`src/rtl/tnn_pkg.sv`:
```
// Shared definitions for the ternary neural network popcount accumulator:
// activation encodings and the accumulator FSM state type.
package tnn_pkg;

    localparam logic [1:0] ACT_POS  = 2'b01;
    localparam logic [1:0] ACT_ZERO = 2'b00;
    localparam logic [1:0] ACT_NEG  = 2'b11;

    typedef enum logic {
        ACCUM = 1'b0,
        HOLD  = 1'b1
    } state_t;

    // Minimum signed accumulator width that can hold NUM_CHUNKS chunks of +/-15.
    function automatic int min_acc_width(input int num_chunks);
        return $clog2(15 * num_chunks + 1) + 1;
    endfunction

endpackage

```
`src/rtl/tnn_ternary_thresh.sv`:
```
// Ternary activation: +1 above thr_hi, -1 below thr_lo, 0 otherwise.
// +1 wins when the thresholds are inverted.
module tnn_ternary_thresh
    import tnn_pkg::*;
#(
    parameter int W = 8
) (
    input  logic signed [W-1:0] sum,
    input  logic signed [W-1:0] thr_hi,
    input  logic signed [W-1:0] thr_lo,
    output logic        [1:0]   act
);

    always_comb begin
        act = ACT_ZERO;
        if (sum > thr_hi) begin
            act = ACT_POS;
        end else if (sum < thr_lo) begin
            act = ACT_NEG;
        end
    end

endmodule

```
`src/rtl/tnn_popcount_accum.sv`:
```
// Accumulates (pos - neg) popcount differences over NUM_CHUNKS chunks per
// neuron, then holds the sum and its ternary activation until consumed.
module tnn_popcount_accum
    import tnn_pkg::*;
#(
    parameter int NUM_CHUNKS = 8,
    parameter int ACC_W      = 8
) (
    input  logic                    clk,
    input  logic                    rst_n,
    input  logic                    in_valid,
    output logic                    in_ready,
    input  logic        [3:0]       in_pos,
    input  logic        [3:0]       in_neg,
    input  logic signed [ACC_W-1:0] thr_hi,
    input  logic signed [ACC_W-1:0] thr_lo,
    output logic                    out_valid,
    input  logic                    out_ready,
    output logic signed [ACC_W-1:0] out_sum,
    output logic        [1:0]       out_act
);

    localparam int CNT_W = (NUM_CHUNKS > 1) ? $clog2(NUM_CHUNKS) : 1;
    localparam logic [CNT_W-1:0] LAST_CNT = CNT_W'(NUM_CHUNKS - 1);

    if (ACC_W < min_acc_width(NUM_CHUNKS)) begin : g_acc_w_check
        $error("tnn_popcount_accum: ACC_W too small for NUM_CHUNKS");
    end

    state_t state_q;
    state_t state_d;

    logic        [CNT_W-1:0] cnt_q;
    logic signed [ACC_W-1:0] acc_q;
    logic signed [ACC_W-1:0] thr_hi_q;
    logic signed [ACC_W-1:0] thr_lo_q;
    logic signed [ACC_W-1:0] out_sum_q;
    logic        [1:0]       out_act_q;

    logic                    accept;
    logic                    first_chunk;
    logic                    last_chunk;
    logic signed [4:0]       chunk_diff;
    logic signed [ACC_W-1:0] acc_base;
    logic signed [ACC_W-1:0] acc_sum;
    logic signed [ACC_W-1:0] thr_hi_eff;
    logic signed [ACC_W-1:0] thr_lo_eff;
    logic        [1:0]       act_next;

    assign accept      = in_valid & in_ready;
    assign first_chunk = (cnt_q == '0);
    assign last_chunk  = (cnt_q == LAST_CNT);

    // Popcounts may reach 15, so the difference needs the full 5-bit signed range.
    assign chunk_diff = $signed({1'b0, in_pos}) - $signed({1'b0, in_neg});
    assign acc_base   = first_chunk ? '0 : acc_q;
    assign acc_sum    = acc_base + ACC_W'(chunk_diff);

    // Bypass the threshold registers on chunk 0 so a one-chunk neuron still
    // classifies against the thresholds presented with it.
    assign thr_hi_eff = first_chunk ? thr_hi : thr_hi_q;
    assign thr_lo_eff = first_chunk ? thr_lo : thr_lo_q;

    tnn_ternary_thresh #(
        .W (ACC_W)
    ) u_thresh (
        .sum    (acc_sum),
        .thr_hi (thr_hi_eff),
        .thr_lo (thr_lo_eff),
        .act    (act_next)
    );

    always_ff @(posedge clk or negedge rst_n) begin
        if (!rst_n) begin
            state_q <= ACCUM;
        end else begin
            state_q <= state_d;
        end
    end

    always_comb begin
        state_d = state_q;
        case (state_q)
            ACCUM: if (accept && last_chunk) state_d = HOLD;
            HOLD:  if (out_ready)            state_d = ACCUM;
            default: state_d = ACCUM;
        endcase
    end

    always_comb begin
        in_ready  = (state_q == ACCUM);
        out_valid = (state_q == HOLD);
    end

    always_ff @(posedge clk or negedge rst_n) begin
        if (!rst_n) begin
            cnt_q     <= '0;
            acc_q     <= '0;
            thr_hi_q  <= '0;
            thr_lo_q  <= '0;
            out_sum_q <= '0;
            out_act_q <= ACT_ZERO;
        end else if (accept) begin
            if (first_chunk) begin
                thr_hi_q <= thr_hi;
                thr_lo_q <= thr_lo;
            end
            if (last_chunk) begin
                cnt_q     <= '0;
                acc_q     <= '0;
                out_sum_q <= acc_sum;
                out_act_q <= act_next;
            end else begin
                cnt_q <= cnt_q + CNT_W'(1);
                acc_q <= acc_sum;
            end
        end
    end

    assign out_sum = out_sum_q;
    assign out_act = out_act_q;

endmodule

```
`config.mk`:
```
export PLATFORM = sky130hd
export DESIGN_NAME = tnn_popcount_accum
export DESIGN_NICKNAME = d
export VERILOG_FILES = /design/src/rtl/tnn_pkg.sv /design/src/rtl/tnn_ternary_thresh.sv /design/src/rtl/tnn_popcount_accum.sv
export SDC_FILE = /design/constraint.sdc
export NUM_CORES = 1
export LEC_CHECK = 0
export BUFFER_PORTS_ARGS = -buffer_cell sky130_fd_sc_hd__buf_2
export CELL_PAD_IN_SITES_DETAIL_PLACEMENT = 1
export CELL_PAD_IN_SITES_GLOBAL_PLACEMENT = 1
export CORE_MARGIN = 2
export CORE_UTILIZATION = 39
export CTS_CLUSTER_SIZE = 14
export DETAILED_ROUTE_END_ITERATION = 7
export GPL_TIMING_DRIVEN = 0
export PLACE_DENSITY = 0.84
export SLEW_MARGIN = 20
export SYNTH_ARGS = -nofsm -noshare
export SYNTH_HDL_FRONTEND = slang
export SYNTH_HIERARCHICAL = 1
export SYNTH_SLANG_ARGS = --single-unit
```
`constraint.sdc`:
```
create_clock -name clk -period 4.1 [get_ports clk]
set_input_delay 0.41 -clock clk [delete_from_list [all_inputs] [get_ports clk]]
set_output_delay 0.41 -clock clk [all_outputs]
set_load 0.03 [all_outputs]
```
==> results.md, run 1 <==
* Outcome: complete, but fails checks
* Violated checks: setup timing
* WL met2 at 3470 um
* Post-synthesis adder-cell area fraction at 15.5%
* DR WL met3 at 185 um
* Syn_nets at 335
* Largest family of logic cells by synthesized area: simple AND/OR/NAND/NOR gates
* Placed cells at 393
* Starting DRT DRC Count at 48
* Routed len/inst at 16.2 um
* Post-DP HPWL at 4790 um
* CP arrival at 4470 ps
* Final setup viols at 2
* Num rows at 29
* Yosys top cell area share at 36.8%
* Hold-fix buffers, CTS at 0
* N_diodes at 0
* Post-synth ARST share at 100%
* Detailed Route WL at 6630 um
* H-tree depth at 2
* Max Used Layer: met4
* Via count at 2114
* CORE AREA at 0.00639 mm^2
* GPL Wtd Cong at 0.847
* Clock latency on the worst-skew pair at 300 ps
* Reg-to-Reg Start: cnt_q[0]$_DFFE_PN0P_
* Worst-case reg-to-reg path depth at 20
* Die Ht at 85.4 um
* XOR/XNOR Fraction of Synth Area at 3.05%
* Antenna viol nets, final at 0
* Min Tclk post-route at 4290 ps
* Clk root buf: clkbuf_8
* Post-synth top cells: 61 x nand2_1, 38 x dfrtp_1, 30 x inv_1
* Area leader, netlist: dfrtp_1
* Critical Path End Type: flip-flop
* Synthesized area at 0.00258 mm^2
* Number of global-route vias before repair at 2351
* Final WS setup at -188 ps
* Simple-Gate Fraction of Synth Area at 16.8%
* Multiplexer share of the synthesized area at 12.2%
* Compound-gate portion of the synthesized area at 9.69%
* Main flop type after synthesis: dfrtp_1
* Largest net degree at the start of global routing at 39
* Detailed-router iteration count before antenna repair at 4
* Overall Global Routing Usage at 20.0%
* IO Pins at 40
* Fill cells at 775
* Vias per cell at 5.16
* Number of flops mapped to enable cells by yosys at 0
* Unrepaired setup endpoints after global routing: yes
* Crit path max fanout at 6
* Pins Over Slew Limit at 0
* Crit share post-route at 105%
* Mapped Cells at 277
* FF+latch count, synth at 38
* Initial antenna violation count at 0
* Fin util at 49.4%
* First-pass GRT wire length at 11400 um
* Final cell count without fillers at 410
* Reg2reg setup slack at -190 ps
* PortBufs at 39
* Die X at 85.4 um
* DRC Markers at 0
* Max Fclk at 233 MHz
* Max incr delay on CP at 400 ps
* CTS clk-pin slew, worst paths at 80 ps
* Avg Synthesized Cell Area at 9.32 um^2
* Fraction of layout cells with a size suffix above 1 at 32.7%
* Worst hold path class: in2async
* CTS tree: yes
* Data required time of the worst path at 4280 ps
* Worst Max-Slew Pin Slew at 858 ps
* Total congestion overflow at 0
* Initial Utilization at 40.4%
* CTS buffer count at 5
* Cell Chain, Critical Path: inv_1, ha_2, nand2b_1, buf_6, and2_4, ha_4, fa_2, a21o_1, a21o_1, maj3_2, a21oi_4, xor2_2, inv_2, ha_4, nand4_4, a211oi_4, nor4b_2, or3b_4, and2_4, mux2_2
* Final hold viol count at 0
* Layout Skew at 10.0 ps
* Die ar. at 0.00729 mm^2
* Wire length on met1 at 2880 um
* YS warnings at 6
* Max Cap Viol at 0
* CP endpoint: out_act[1]$_DFFE_PN0P_
* Slowest-stage cell, CP: dfrtp_1
* Final nets at 390
* Largest cells by area after synthesis: dfrtp_1 37%, ha_1 14%, mux2_2 12%, nand2_1 8.9%, inv_1 4.4%
* CP startpoint kind: flip-flop
* Sequential share of the synthesized area at 36.8%
* CP Launch Point: cnt_q[0]$_DFFE_PN0P_
* CP Class: reg2reg
* CTS max path bufs at 2
* Area Overhead vs Synth at 22.2%
* Netlist cell types at 36
* Most common cell in the synthesized netlist: nand2_1
* R2R Path End: out_act[1]$_DFFE_PN0P_
* Sink Count at 38
* Normalized max-slew margin at 42.8%
==> state kept, by name, indices dropped and copies added (netlist names) <==
name	count
acc_q	8
cnt_q	3
out_act	2
out_sum	8
out_valid	1
thr_hi_q	8
thr_lo_q	8
==> timing repair <==
| item | in CTS | in global routing |
|---|---|---|
| pin swaps | 8 | 1 |
| buffers inserted | 9 | 1 |
| gates resized for setup | 9 | 5 |
| setup endpoints to repair | 2 | 2 |
==> cell families after synthesis <==
group,Yosys count
and+or+nand+nor,95
buffers and inverters,39
DFF,38
AOI/OAI and AO/OA,37
adders and majority gates,31
muxes,28
xor gates and xnor gates,9
==> stage by stage <==
stage	hold WS (ps)	setup TNS [ps]	setup slack (ps)	area [um^2]
after floorplan	114	-24.5	-24.5	2640
after global placement	459	-804	-537	2940
after detailed placement	472	-990	-630	2940
after CTS	256	-254	-183	3120
after global routing	288	-645	-350	3160
final	219	-295	-188	3160
==> layer usage <==
metal / GRT usage (%) / vias to the layer above
li1: - / 1029
met1: 23.5 / 1042
met2: 36.9 / 35
met3: 3.21 / 8
met4: 6.49 / 0
met5: 0 / -
==> final cells by class <==
class | count | area, um^2 | area share [%]
sequential | 38 | 951 | 30.1
inverter | 30 | 113 | 3.57
tap | 77 | 96.3 | 3.05
clock inverter | 1 | 5.00 | 0.159
timing repair buffer | 49 | 270 | 8.56
clock buffer | 7 | 86.3 | 2.74
buffer | 8 | 37.5 | 1.19
multi-input combinational | 200 | 1600 | 50.6
==> placed cells by master, fill, tap and decap left out, drive strengths merged, types with 2 or more instances in the layout <==
master,count
buf,50
a211oi,4
nand2b,8
nand2,62
dfrtp,38
ha,28
xor2,3
a22o,4
a21o,4
nand4,2
clkbuf,14
a21oi,9
nand3,3
inv,30
and2,8
nor2,6
fa,2
o21ai,11
xnor2,6
mux2,27
==> worst min path at each step <==
stage,slack [ps],depth (start not counted),end
finish,220,1,thr_lo_q[6]$_DFFE_PN0P_
global route,290,1,thr_hi_q[0]$_DFFE_PN0P_
CTS,260,1,thr_hi_q[0]$_DFFE_PN0P_
detailed placement,470,2,out_sum[5]$_DFFE_PN0P_
global placement,460,2,acc_q[1]$_DFFE_PN0P_
floorplan,110,0,acc_q[0]$_DFFE_PN0P_
==> worst max-delay path: cells and delay by family, from the launching register on <==
kind                     cells  cell delay [ps]
XOR/XNOR                     1              260
flip-flops                   1              400
AND/OR/NAND/NOR              6              920
multiplexers                 1              250
adder cells (fa/ha/maj)      5             1300
buffers and inverters        3              290
AO/OA/AOI/OAI                4              760
Power of run 1 is not shown: default switching activity piles up to over one toggle a cycle in this logic, so the estimate is an artifact.
==> inputs of run 2 (changes only) <==
Settings changed: PLACE_DENSITY 0.84 to not set, PLACE_DENSITY_LB_ADDON set to 0.2, SLEW_MARGIN 20 to not set.
==> results.md, run 2 (synthesis results as in run 1) <==
* Outcome: complete, but fails checks
* Violated checks: setup timing
* Layout Skew at 4.48 ps (-5.53 ps)
* Crit share post-route at 104% (-0.69 points)
* Die Ht at 85.4 um (unchanged)
* Fraction of layout cells with a size suffix above 1 at 35.5% (+2.8 points)
* Normalized max-slew margin at 41.7% (-1.2 points)
* Via count at 2123 (+0.43%)
* Final hold viol count at 0 (unchanged)
* Largest net degree at the start of global routing at 39 (unchanged)
* Final cell count without fillers at 418 (+2.0%)
* Die X at 85.4 um (unchanged)
* Fin Hold WS at 226 ps (+6.35 ps)
* Placed cells at 393 (unchanged)
* CP startpoint kind: flip-flop
* Slowest-stage cell, CP: dfrtp_1
* Num rows at 29 (unchanged)
* Number of global-route vias before repair at 2326 (-1.1%)
* CTS clk-pin slew, worst paths at 80 ps (about the same)
* Starting DRT DRC Count at 67 (+40%)
* GPL Wtd Cong at 0.766 (-9.6%)
* Most used cell along the critical path: ha_4
* Final setup viols at 2 (unchanged)
* Max incr delay on CP at 410 ps (about the same)
* Max Cap Viol at 0 (unchanged)
* Clock latency on the worst-skew pair at 300 ps (about the same)
* Total congestion overflow at 0 (unchanged)
* Sequential cell area at 951 um^2 (unchanged)
* CTS buffer count at 5 (unchanged)
* First-pass GRT wire length at 11000 um (-3.0%)
* Sink Count at 38 (unchanged)
* CP arrival at 4450 ps (-20 ps)
* CTS max path bufs at 2 (unchanged)
* Worst Max-Slew Pin Slew at 875 ps (+17.3 ps)
* Critical Path End Type: flip-flop
* Cell Chain, Critical Path: inv_2, ha_4, nand2b_4, buf_6, and2_4, ha_4, fa_2, a21o_1, a21o_1, maj3_2, a21oi_4, xor2_2, inv_2, ha_4, nand4_4, a211oi_2, nor4b_2, or3b_4, and2_4, mux2_2
* Pins Over Slew Limit at 0 (unchanged)
* Max Fclk at 235 MHz (+0.66%)
* CTS tree: yes
* Initial antenna violation count at 0 (unchanged)
* Multi-input logic area at 0.00163 mm^2 (+1.9%)
* Worst hold path class: in2async
* N_diodes at 0 (unchanged)
* Data required time of the worst path at 4290 ps (about the same)
* Commonest non-fill, non-tap cells in the layout: 61 x nand2_1, 39 x buf_2, 38 x dfrtp_1
* Vias per cell at 5.08 (-1.5%)
* DRC Markers at 0 (unchanged)
* Routed len/inst at 15.8 um (-2.3%)
* Post-DP HPWL at 4650 um (-2.9%)
* Min Tclk post-route at 4260 ps (-28.3 ps)
* PortBufs at 39 (unchanged)
* Reg2reg setup slack at -160 ps (+30 ps)
* Antenna viol nets, final at 0 (unchanged)
* Most common cell after layout, fill and taps aside: nand2_1
* Detailed-router iteration count before antenna repair at 4 (unchanged)
* Detailed Route WL at 6600 um (-0.42%)
* Hold-fix buffers, CTS at 0 (unchanged)
* Overall Global Routing Usage at 19.2% (-0.75 points)
* Clk root buf: clkbuf_8
* Initial Utilization at 40.4% (unchanged)
* Die ar. at 0.00729 mm^2 (unchanged)
* Fill cells at 752 (-3.0%)
* IO Pins at 40 (unchanged)
* CP Class: reg2reg
* Crit path max fanout at 5 (-1)
* Area Overhead vs Synth at 27.8%
* Unrepaired setup endpoints after global routing: yes
* Final nets at 398 (+2.1%)
* H-tree depth at 2 (unchanged)
* Final WS setup at -160 ps (+28.3 ps)
* CORE AREA at 0.00639 mm^2 (unchanged)
[run 2: cell types whose count changed in the layout (fill, tap and decap cells not counted), sizes merged]
cell / delta
clkbuf: -2
buf: +8
bufinv: +2
[run 2: final cells by class]
cell class	count	share of cell area [%]
Buffer	8	1.14
Clock buffer	5	2.09
Clock inverter	3	2.09
Inverter	30	3.41
Multi-Input combinational cell	200	49.3
Sequential cell	38	28.8
Tap cell	77	2.92
Timing Repair Buffer	57	10.2
[run 2: critical path: cells and delay by family (launching register included)]
family                     cells  cell delay (ps)
adders and majority gates      5             1250
muxes                          1              250
AOI/OAI and AO/OA              4              780
and+or+nand+nor                6              940
buffers and inverters          3              290
xor gates and xnor gates       1              220
DFF                            1              410
[run 2: layer usage]
| layer | share of wire [%] | GRT usage [%] | vias to the layer above | wire (um) |
|---|---|---|---|---|
| li1 | - | - | 1040 | - |
| met1 | 45 | 25.3 | 1037 | 2960 |
| met2 | 50 | 32.3 | 36 | 3310 |
| met3 | 2.8 | 2.92 | 10 | 183 |
| met4 | 2.2 | 6.64 | 0 | 148 |
| met5 | 0 | 0 | - | 0 |
[run 2: through the flow]
| step | setup slack, ps | setup TNS (ps) | util, % | area, um^2 |
|---|---|---|---|---|
| floorplan | -24.5 | -24.5 | - | 2640 |
| global placement | -560 | -874 | 46.0 | 2940 |
| detailed placement | -602 | -981 | 46.0 | 2940 |
| CTS | -176 | -226 | 49.5 | 3160 |
| global route | -288 | -524 | 51.7 | 3300 |
| finish | -160 | -298 | 51.7 | 3300 |
[run 2: path summary, 6_finish.rpt]
path                                         from                       to  cells after the start
setup reg to reg             cnt_q[1]$_DFFE_PN0P_   out_act[1]$_DFFE_PN0P_                     20
setup / recovery             cnt_q[1]$_DFFE_PN0P_   out_act[1]$_DFFE_PN0P_                     20
hold / removal                              rst_n  thr_lo_q[7]$_DFFE_PN0P_                      1
min in group clk                        out_ready      out_valid$_DFF_PN0_                      2
max in group asynchronous                   rst_n     acc_q[5]$_DFFE_PN0P_                      1
hold reg to reg            out_sum[5]$_DFFE_PN0P_   out_sum[5]$_DFFE_PN0P_                      2
[run 2: what timing repair did]
item / in CTS / in global routing
setup buffers: 10 / 8
endpoints found under the hold margin: 0 / 0
resized for setup: 5 / 15
endpoints found under the setup margin: 2 / 2
pin swaps: 8 / 7
Power of run 2 is left out for the same reason.
